`config.mk`:
```
export PLATFORM = sky130hd
export DESIGN_NAME = inst_fetch_bridge_flat
export DESIGN_NICKNAME = d
export VERILOG_FILES = /design/src/rtl/inst_fetch_bridge_if.sv /design/src/rtl/inst_fetch_bridge.sv /design/src/flat_wrapper.sv
export SDC_FILE = /design/constraint.sdc
export NUM_CORES = 1
export LEC_CHECK = 0
export ABC_CLOCK_PERIOD_IN_PS = 2600
export CORE_ASPECT_RATIO = 0.9
export CORE_UTILIZATION = 48
export CTS_CLUSTER_SIZE = 14
export DETAILED_ROUTE_END_ITERATION = 8
export PLACE_DENSITY = 0.8
export SLEW_MARGIN = 10
export SYNTH_ARGS = -nofsm -noshare
export SYNTH_HDL_FRONTEND = slang
export SYNTH_SLANG_ARGS = --single-unit
```
`constraint.sdc`:
```
create_clock -name clk -period 2.6 [get_ports clk]
set_clock_uncertainty 0.1 [all_clocks]
set_input_delay 0.52 -clock clk [delete_from_list [all_inputs] [get_ports clk]]
set_output_delay 0.52 -clock clk [all_outputs]
set_load 0.01 [all_outputs]
```
`src/rtl/inst_fetch_bridge_if.sv`:
```
// Instruction-bus side of the fetch bridge: registered req/addr out, ack/rdata back.
interface inst_fetch_bridge_if;
  logic        bus_req_o;
  logic [31:0] bus_addr_o;
  logic        bus_ack_i;
  logic [31:0] bus_rdata_i;

  modport master (
    output bus_req_o,
    output bus_addr_o,
    input  bus_ack_i,
    input  bus_rdata_i
  );

  modport slave (
    input  bus_req_o,
    input  bus_addr_o,
    output bus_ack_i,
    output bus_rdata_i
  );
endinterface

```
`src/rtl/inst_fetch_bridge.sv`:
```
// Bridges the core's single-cycle ROM port to a req/ack instruction bus through a
// one-entry fetch buffer, with stall request on miss and a watchdog that fills a NOP.
module inst_fetch_bridge #(
  parameter int unsigned TIMEOUT_CYCLES = 255,
  parameter int unsigned ERR_CNT_W      = 8
) (
  input  logic                 clk,
  input  logic                 rst,
  input  logic                 rom_ce_i,
  input  logic [31:0]          rom_addr_i,
  output logic [31:0]          rom_data_o,
  output logic                 stallreq_o,
  input  logic                 flush_i,
  inst_fetch_bridge_if.master  bus,
  output logic                 bus_err_o,
  output logic [ERR_CNT_W-1:0] err_cnt_o
);

  typedef enum logic [0:0] {
    IDLE = 1'b0,
    REQ  = 1'b1
  } state_t;

  localparam logic [7:0] WDOG_LAST = 8'(TIMEOUT_CYCLES - 1);

  // Error counter sticks at all-ones instead of wrapping.
  function automatic logic [ERR_CNT_W-1:0] sat_inc(input logic [ERR_CNT_W-1:0] v);
    logic [ERR_CNT_W-1:0] r;
    if (&v) begin
      r = v;
    end else begin
      r = v + {{(ERR_CNT_W-1){1'b0}}, 1'b1};
    end
    return r;
  endfunction

  state_t               state_r, state_s;
  logic                 valid_r, valid_s;
  logic [31:2]          tag_r, tag_s;
  logic [31:0]          data_r, data_s;
  logic                 bus_req_r, bus_req_s;
  logic [31:0]          bus_addr_r, bus_addr_s;
  logic [7:0]           wdog_r, wdog_s;
  logic                 bus_err_r, bus_err_s;
  logic [ERR_CNT_W-1:0] err_cnt_r, err_cnt_s;
  logic                 hit_s;
  logic                 addr_lsb_unused_s;

  assign addr_lsb_unused_s = ^rom_addr_i[1:0];

  assign hit_s      = rom_ce_i & valid_r & (rom_addr_i[31:2] == tag_r);
  assign rom_data_o = hit_s ? data_r : 32'h0;
  // Gated by reset so the core never sees a stall while the bridge is held in reset.
  assign stallreq_o = rst & ((rom_ce_i & ~hit_s) | (state_r == REQ));

  assign bus.bus_req_o  = bus_req_r;
  assign bus.bus_addr_o = bus_addr_r;
  assign bus_err_o      = bus_err_r;
  assign err_cnt_o      = err_cnt_r;

  // Next-state and next-output logic for the miss/fill FSM.
  always_comb begin
    state_s    = state_r;
    valid_s    = valid_r;
    tag_s      = tag_r;
    data_s     = data_r;
    bus_req_s  = bus_req_r;
    bus_addr_s = bus_addr_r;
    wdog_s     = wdog_r;
    bus_err_s  = 1'b0;
    err_cnt_s  = err_cnt_r;
    case (state_r)
      IDLE: begin
        if (flush_i) begin
          valid_s = 1'b0;
        end else if (rom_ce_i && !hit_s) begin
          state_s    = REQ;
          bus_req_s  = 1'b1;
          bus_addr_s = {rom_addr_i[31:2], 2'b00};
          wdog_s     = 8'd0;
        end else begin
          state_s = IDLE;
        end
      end
      REQ: begin
        if (bus.bus_ack_i || (wdog_r == WDOG_LAST)) begin
          state_s   = IDLE;
          bus_req_s = 1'b0;
          // A flush on the completion edge wins over the fill.
          if (flush_i) begin
            valid_s = 1'b0;
          end else begin
            valid_s = 1'b1;
            tag_s   = bus_addr_r[31:2];
            data_s  = bus.bus_ack_i ? bus.bus_rdata_i : 32'h0;
          end
          if (bus.bus_ack_i) begin
            bus_err_s = 1'b0;
          end else begin
            bus_err_s = 1'b1;
            err_cnt_s = sat_inc(err_cnt_r);
          end
        end else begin
          wdog_s = wdog_r + 8'd1;
          if (flush_i) begin
            valid_s = 1'b0;
          end else begin
            valid_s = valid_r;
          end
        end
      end
      default: begin
        state_s   = IDLE;
        bus_req_s = 1'b0;
      end
    endcase
  end

  // State, buffer and bus output registers.
  always_ff @(posedge clk or negedge rst) begin
    if (!rst) begin
      state_r    <= IDLE;
      valid_r    <= 1'b0;
      tag_r      <= 30'h0;
      data_r     <= 32'h0;
      bus_req_r  <= 1'b0;
      bus_addr_r <= 32'h0;
      wdog_r     <= 8'd0;
      bus_err_r  <= 1'b0;
      err_cnt_r  <= {ERR_CNT_W{1'b0}};
    end else begin
      state_r    <= state_s;
      valid_r    <= valid_s;
      tag_r      <= tag_s;
      data_r     <= data_s;
      bus_req_r  <= bus_req_s;
      bus_addr_r <= bus_addr_s;
      wdog_r     <= wdog_s;
      bus_err_r  <= bus_err_s;
      err_cnt_r  <= err_cnt_s;
    end
  end

endmodule

```
`src/flat_wrapper.sv`:
```
// flat-port wrapper written by rule: the top's interface ports become plain ports
module inst_fetch_bridge_flat 
#(
  parameter int unsigned TIMEOUT_CYCLES = 255,
  parameter int unsigned ERR_CNT_W      = 8
)
  (clk, rst, rom_ce_i, rom_addr_i, rom_data_o, stallreq_o, flush_i, bus_err_o, err_cnt_o, bus_bus_req_o, bus_bus_addr_o, bus_bus_ack_i, bus_bus_rdata_i);
  inst_fetch_bridge_if bus_i ();
  input  logic clk;
  input  logic rst;
  input  logic rom_ce_i;
  input  logic [31:0] rom_addr_i;
  output logic [31:0] rom_data_o;
  output logic stallreq_o;
  input  logic flush_i;
  output logic bus_err_o;
  output logic [ERR_CNT_W-1:0] err_cnt_o;
  output wire logic [$bits(bus_i.bus_req_o)-1:0] bus_bus_req_o;
  output wire logic [$bits(bus_i.bus_addr_o)-1:0] bus_bus_addr_o;
  input wire logic [$bits(bus_i.bus_ack_i)-1:0] bus_bus_ack_i;
  input wire logic [$bits(bus_i.bus_rdata_i)-1:0] bus_bus_rdata_i;
  assign bus_bus_req_o = bus_i.bus_req_o;
  assign bus_bus_addr_o = bus_i.bus_addr_o;
  assign bus_i.bus_ack_i = bus_bus_ack_i;
  assign bus_i.bus_rdata_i = bus_bus_rdata_i;
  inst_fetch_bridge #(.TIMEOUT_CYCLES(TIMEOUT_CYCLES), .ERR_CNT_W(ERR_CNT_W)) u_core (.clk(clk), .rst(rst), .rom_ce_i(rom_ce_i), .rom_addr_i(rom_addr_i), .rom_data_o(rom_data_o), .stallreq_o(stallreq_o), .flush_i(flush_i), .bus(bus_i), .bus_err_o(bus_err_o), .err_cnt_o(err_cnt_o));
endmodule
```
==> results by group <==
Route
  • Pre-antenna DRT Iters: 4
  • Routed wire per std cell: 16.0 µm
  • # DRC: 0
  • 1st-iter DRT viols: 199
  • Final WL: 11700 µm
  • Antenna Nets Post-Route: 0
  • Vias: 3746
  • Via density: 5.15

Setup path
  • CP Launch Type: input port
  • Setup CP Type: in2out
  • Critical path cell sequence: clkdlybuf4s50_1 > xor2_1 > nor4_1 > nand4_1 > nor2_4 > buf_6 > and2_4 > buf_2
  • Worst setup EP type: output port
  • CP max-delay cell: clkdlybuf4s50_1
  • R2R Setup Slk: -0.05 ns
  • Worst-path maximum fanout: 16
  • Worst Path Required: 1.98 ns
  • Critical Path AT: 2.25 ns
  • Max incr delay on CP: 0.44 ns

Worst hold path
  • Worst Hold Class: in2async

Die
  • DIE WIDTH: 110 µm
  • Die height: 99.2 µm
  • Core Region: 0.0102 mm²
  • Initial Util: 49.2%
  • Die area: 0.0109 mm²
  • Standard-cell rows: 35
  • Io pins: 144

Power
  • Switching pwr: 0.00148 W
  • Gate power share: 24.0%
  • Switch share: 27.2%
  • P_leak: 3.35 nW
  • Pwr Density: 768 mW/mm²
  • Clock network fraction of total power: 28.8%
  • Cell internal pwr: 0.00394 W
  • Sequential fraction of design power: 47.1%
  • Peak VDD IR: 624 µV
  • Post-route total power: 0.00542 W

Timing
  • Worst-Margin Slew: 0.707 ns
  • Slew Limit Headroom: 52.9%
  • TNS Setup: -8.98 ns
  • Achievable Freq: 0.349 GHz
  • Setup violators final: 53
  • Final Worst Setup Slack: -0.269 ns
  • Crit path time final: 2.87 ns
  • Period utilization: 110%
  • Unrepaired setup endpoints after global routing: true
  • Hold Vio Cnt, Final: 0
  • Slew Limit Fails: 0

Logic synthesis
  • Register area share after synthesis: 55.6%
  • Yosys top cell area share: 55.6%
  • Async SR Flop Fraction: 100%
  • Most frequent cell after synthesis: dfrtp_1
  • Synth top area cells: dfrtp_1 56%, mux2_2 13%, nand2_1 5.4%
  • Synth cell count leaders: 112 x dfrtp_1, 73 x nand2_1, 58 x mux2_2, 36 x and2_1, 36 x o21ai_0
  • Ys flop type: dfrtp_1
  • Synthesis-stage register bit count: 112
  • Mean Syn Cell Area: 11.3 µm²
  • Area leader, netlist: dfrtp_1
  • Netlist cell types: 35
  • Mapped Area: 0.00504 mm²
  • YS warnings: 0
  • Synth Instances: 445
  • Number of synthesized flops with an enable pin: 0

Global route
  • Remaining Overflow, GRT: 0
  • Largest net degree at the start of global routing: 59
  • All-Layer GR Usage: 21.8%
  • Antenna violations before repair: 1
  • First-pass GRT wire length: 18300 µm
  • Vias in the first global route: 3718

Run status
  • Failing checks: negative setup slack
  • Status: complete, but fails checks

Layout
  • Final Non-Filler Cells: 728
  • Fin util: 68.9%
  • Final nets: 665
  • Layout area overhead: 40.0%
  • Share of layout cells above drive strength 1: 25.8%

Clocking
  • Cts hold-fix bufs: 0
  • CTS Buffer Depth: 2
  • Clk slew on worst S/H paths: 0.07 ns
  • Root buffer cell: clkbuf_16
  • CTS tree: built
  • H-tree depth: 3
  • Num Clock Sinks: 112
  • Clk_lat worst skew: 0.34 ns
  • TritonCTS Buffers: 9

Place
  • Gpl congestion: 0.809
  • Cell Count Post-Placement: 703
  • Port Buf Inserts: 139
  • Detailed Place HPWL: 7890 µm

Flow run
  • Max-Cap Viols: 0
==> timing repair <==
action	4_1_cts	5_1_grt
endpoints found under the setup margin	52	66
setup buffers	5	2
cloned	1	2
pin swaps	12	8
gates resized for setup	168	35
==> per-layer routing <==
| layer | global-route usage (%) | up-vias | part of all wire, % |
|---|---|---|---|
| met1 | 26.5 | 1818 | 42 |
| met2 | 36.4 | 121 | 48 |
| met3 | 6.95 | 15 | 8.9 |
| li1 | - | 1792 | - |
| met5 | 0 | - | 0 |
| met4 | 7.18 | 0 | 1.7 |
==> cell type report <==
type,instances,area [µm²]
antenna,1,2.50
clock buffer,10,229
clock inverter,6,113
fill,768,3190
inverter,6,22.5
multi-input combinational,302,2220
sequential,112,2800
tap,129,161
timing repair buffer,162,1500
==> cells in the final DEF, fill, tap and decap left out, drive strengths merged, types with 4 or more instances in the layout <==
| cell type | n |
|---|---|
| a31o | 7 |
| and2 | 36 |
| buf | 55 |
| clkbuf | 12 |
| clkdlybuf4s50 | 80 |
| dfrtp | 112 |
| dlygate4sd2 | 19 |
| dlymetal6s2s | 4 |
| inv | 8 |
| mux2 | 61 |
| nand2 | 73 |
| nand3 | 8 |
| nand4 | 6 |
| nor2 | 4 |
| nor4 | 7 |
| o21ai | 36 |
| xnor2 | 6 |
| xor2 | 31 |
==> metrics by stage <==
stage	hold slack, ns	setup slack [ns]	instance area, µm²
floorplan	0.124	0.288	5050
global placement	0.354	-1.02	6630
detailed placement	0.364	-1.04	6630
CTS	0.240	-0.295	6900
global route	0.276	-0.406	7060
finish	0.223	-0.269	7060
==> logic make-up (layout without fill, tap and decap cells) <==
logic type | count (synthesis) | after routing | share of synthesized area (%)
and+or+nand+nor | 143 | 143 | 13.7
DFF | 112 | 112 | 55.6
muxes | 61 | 61 | 13.6
AOI/OAI and AO/OA | 56 | 56 | 6.75
xor gates and xnor gates | 37 | 37 | 6.43
buffers and inverters | 32 | 184 | 3.15
adders and majority gates | 3 | 3 | 0.744
other | 1 | 3 | 0.0744
==> final timing paths <==
kind,depth (start not counted),start,to
max,8,rom_addr_i[23],rom_data_o[27]
min,2,rst,u_core.bus.bus_addr_o[28]
max reg2reg,10,u_core.tag_r[11],u_core.bus.bus_addr_o[4]
min reg2reg,2,u_core.data_r[28],u_core.data_r[28]
max in group asynchronous,3,rst,u_core.data_r[19]
min in group clk,2,u_core.data_r[28],u_core.data_r[28]
==> state kept, by name, summed over array words and instances, names as in the netlist <==
name and count:
u_core.data_r 32, u_core.bus.bus_addr_o 30, u_core.tag_r 30, u_core.err_cnt_o 8, u_core.wdog_r 8, u_core.bus.bus_req_o 1
u_core.bus_err_o 1, u_core.state_r 1, u_core.valid_r 1
==> worst max-delay path: cells and delay by family <==
family | cells | cell delay, ns
buf+inv | 3 | 0.74
xor+xnor | 1 | 0.17
simple gates | 4 | 0.82
==> power by group through the flow <==
stage	combinational [W]	sequential, W	clock [W]
after detailed placement	0.00121	0.00257	0
after CTS	0.00124	0.00255	0.00159
after floorplan	0.000652	0.00254	0
final	0.00130	0.00255	0.00156
after global routing	0.00143	0.00262	0.00167
after global placement	0.00117	0.00254	0
(Power assumes the default switching activity.)
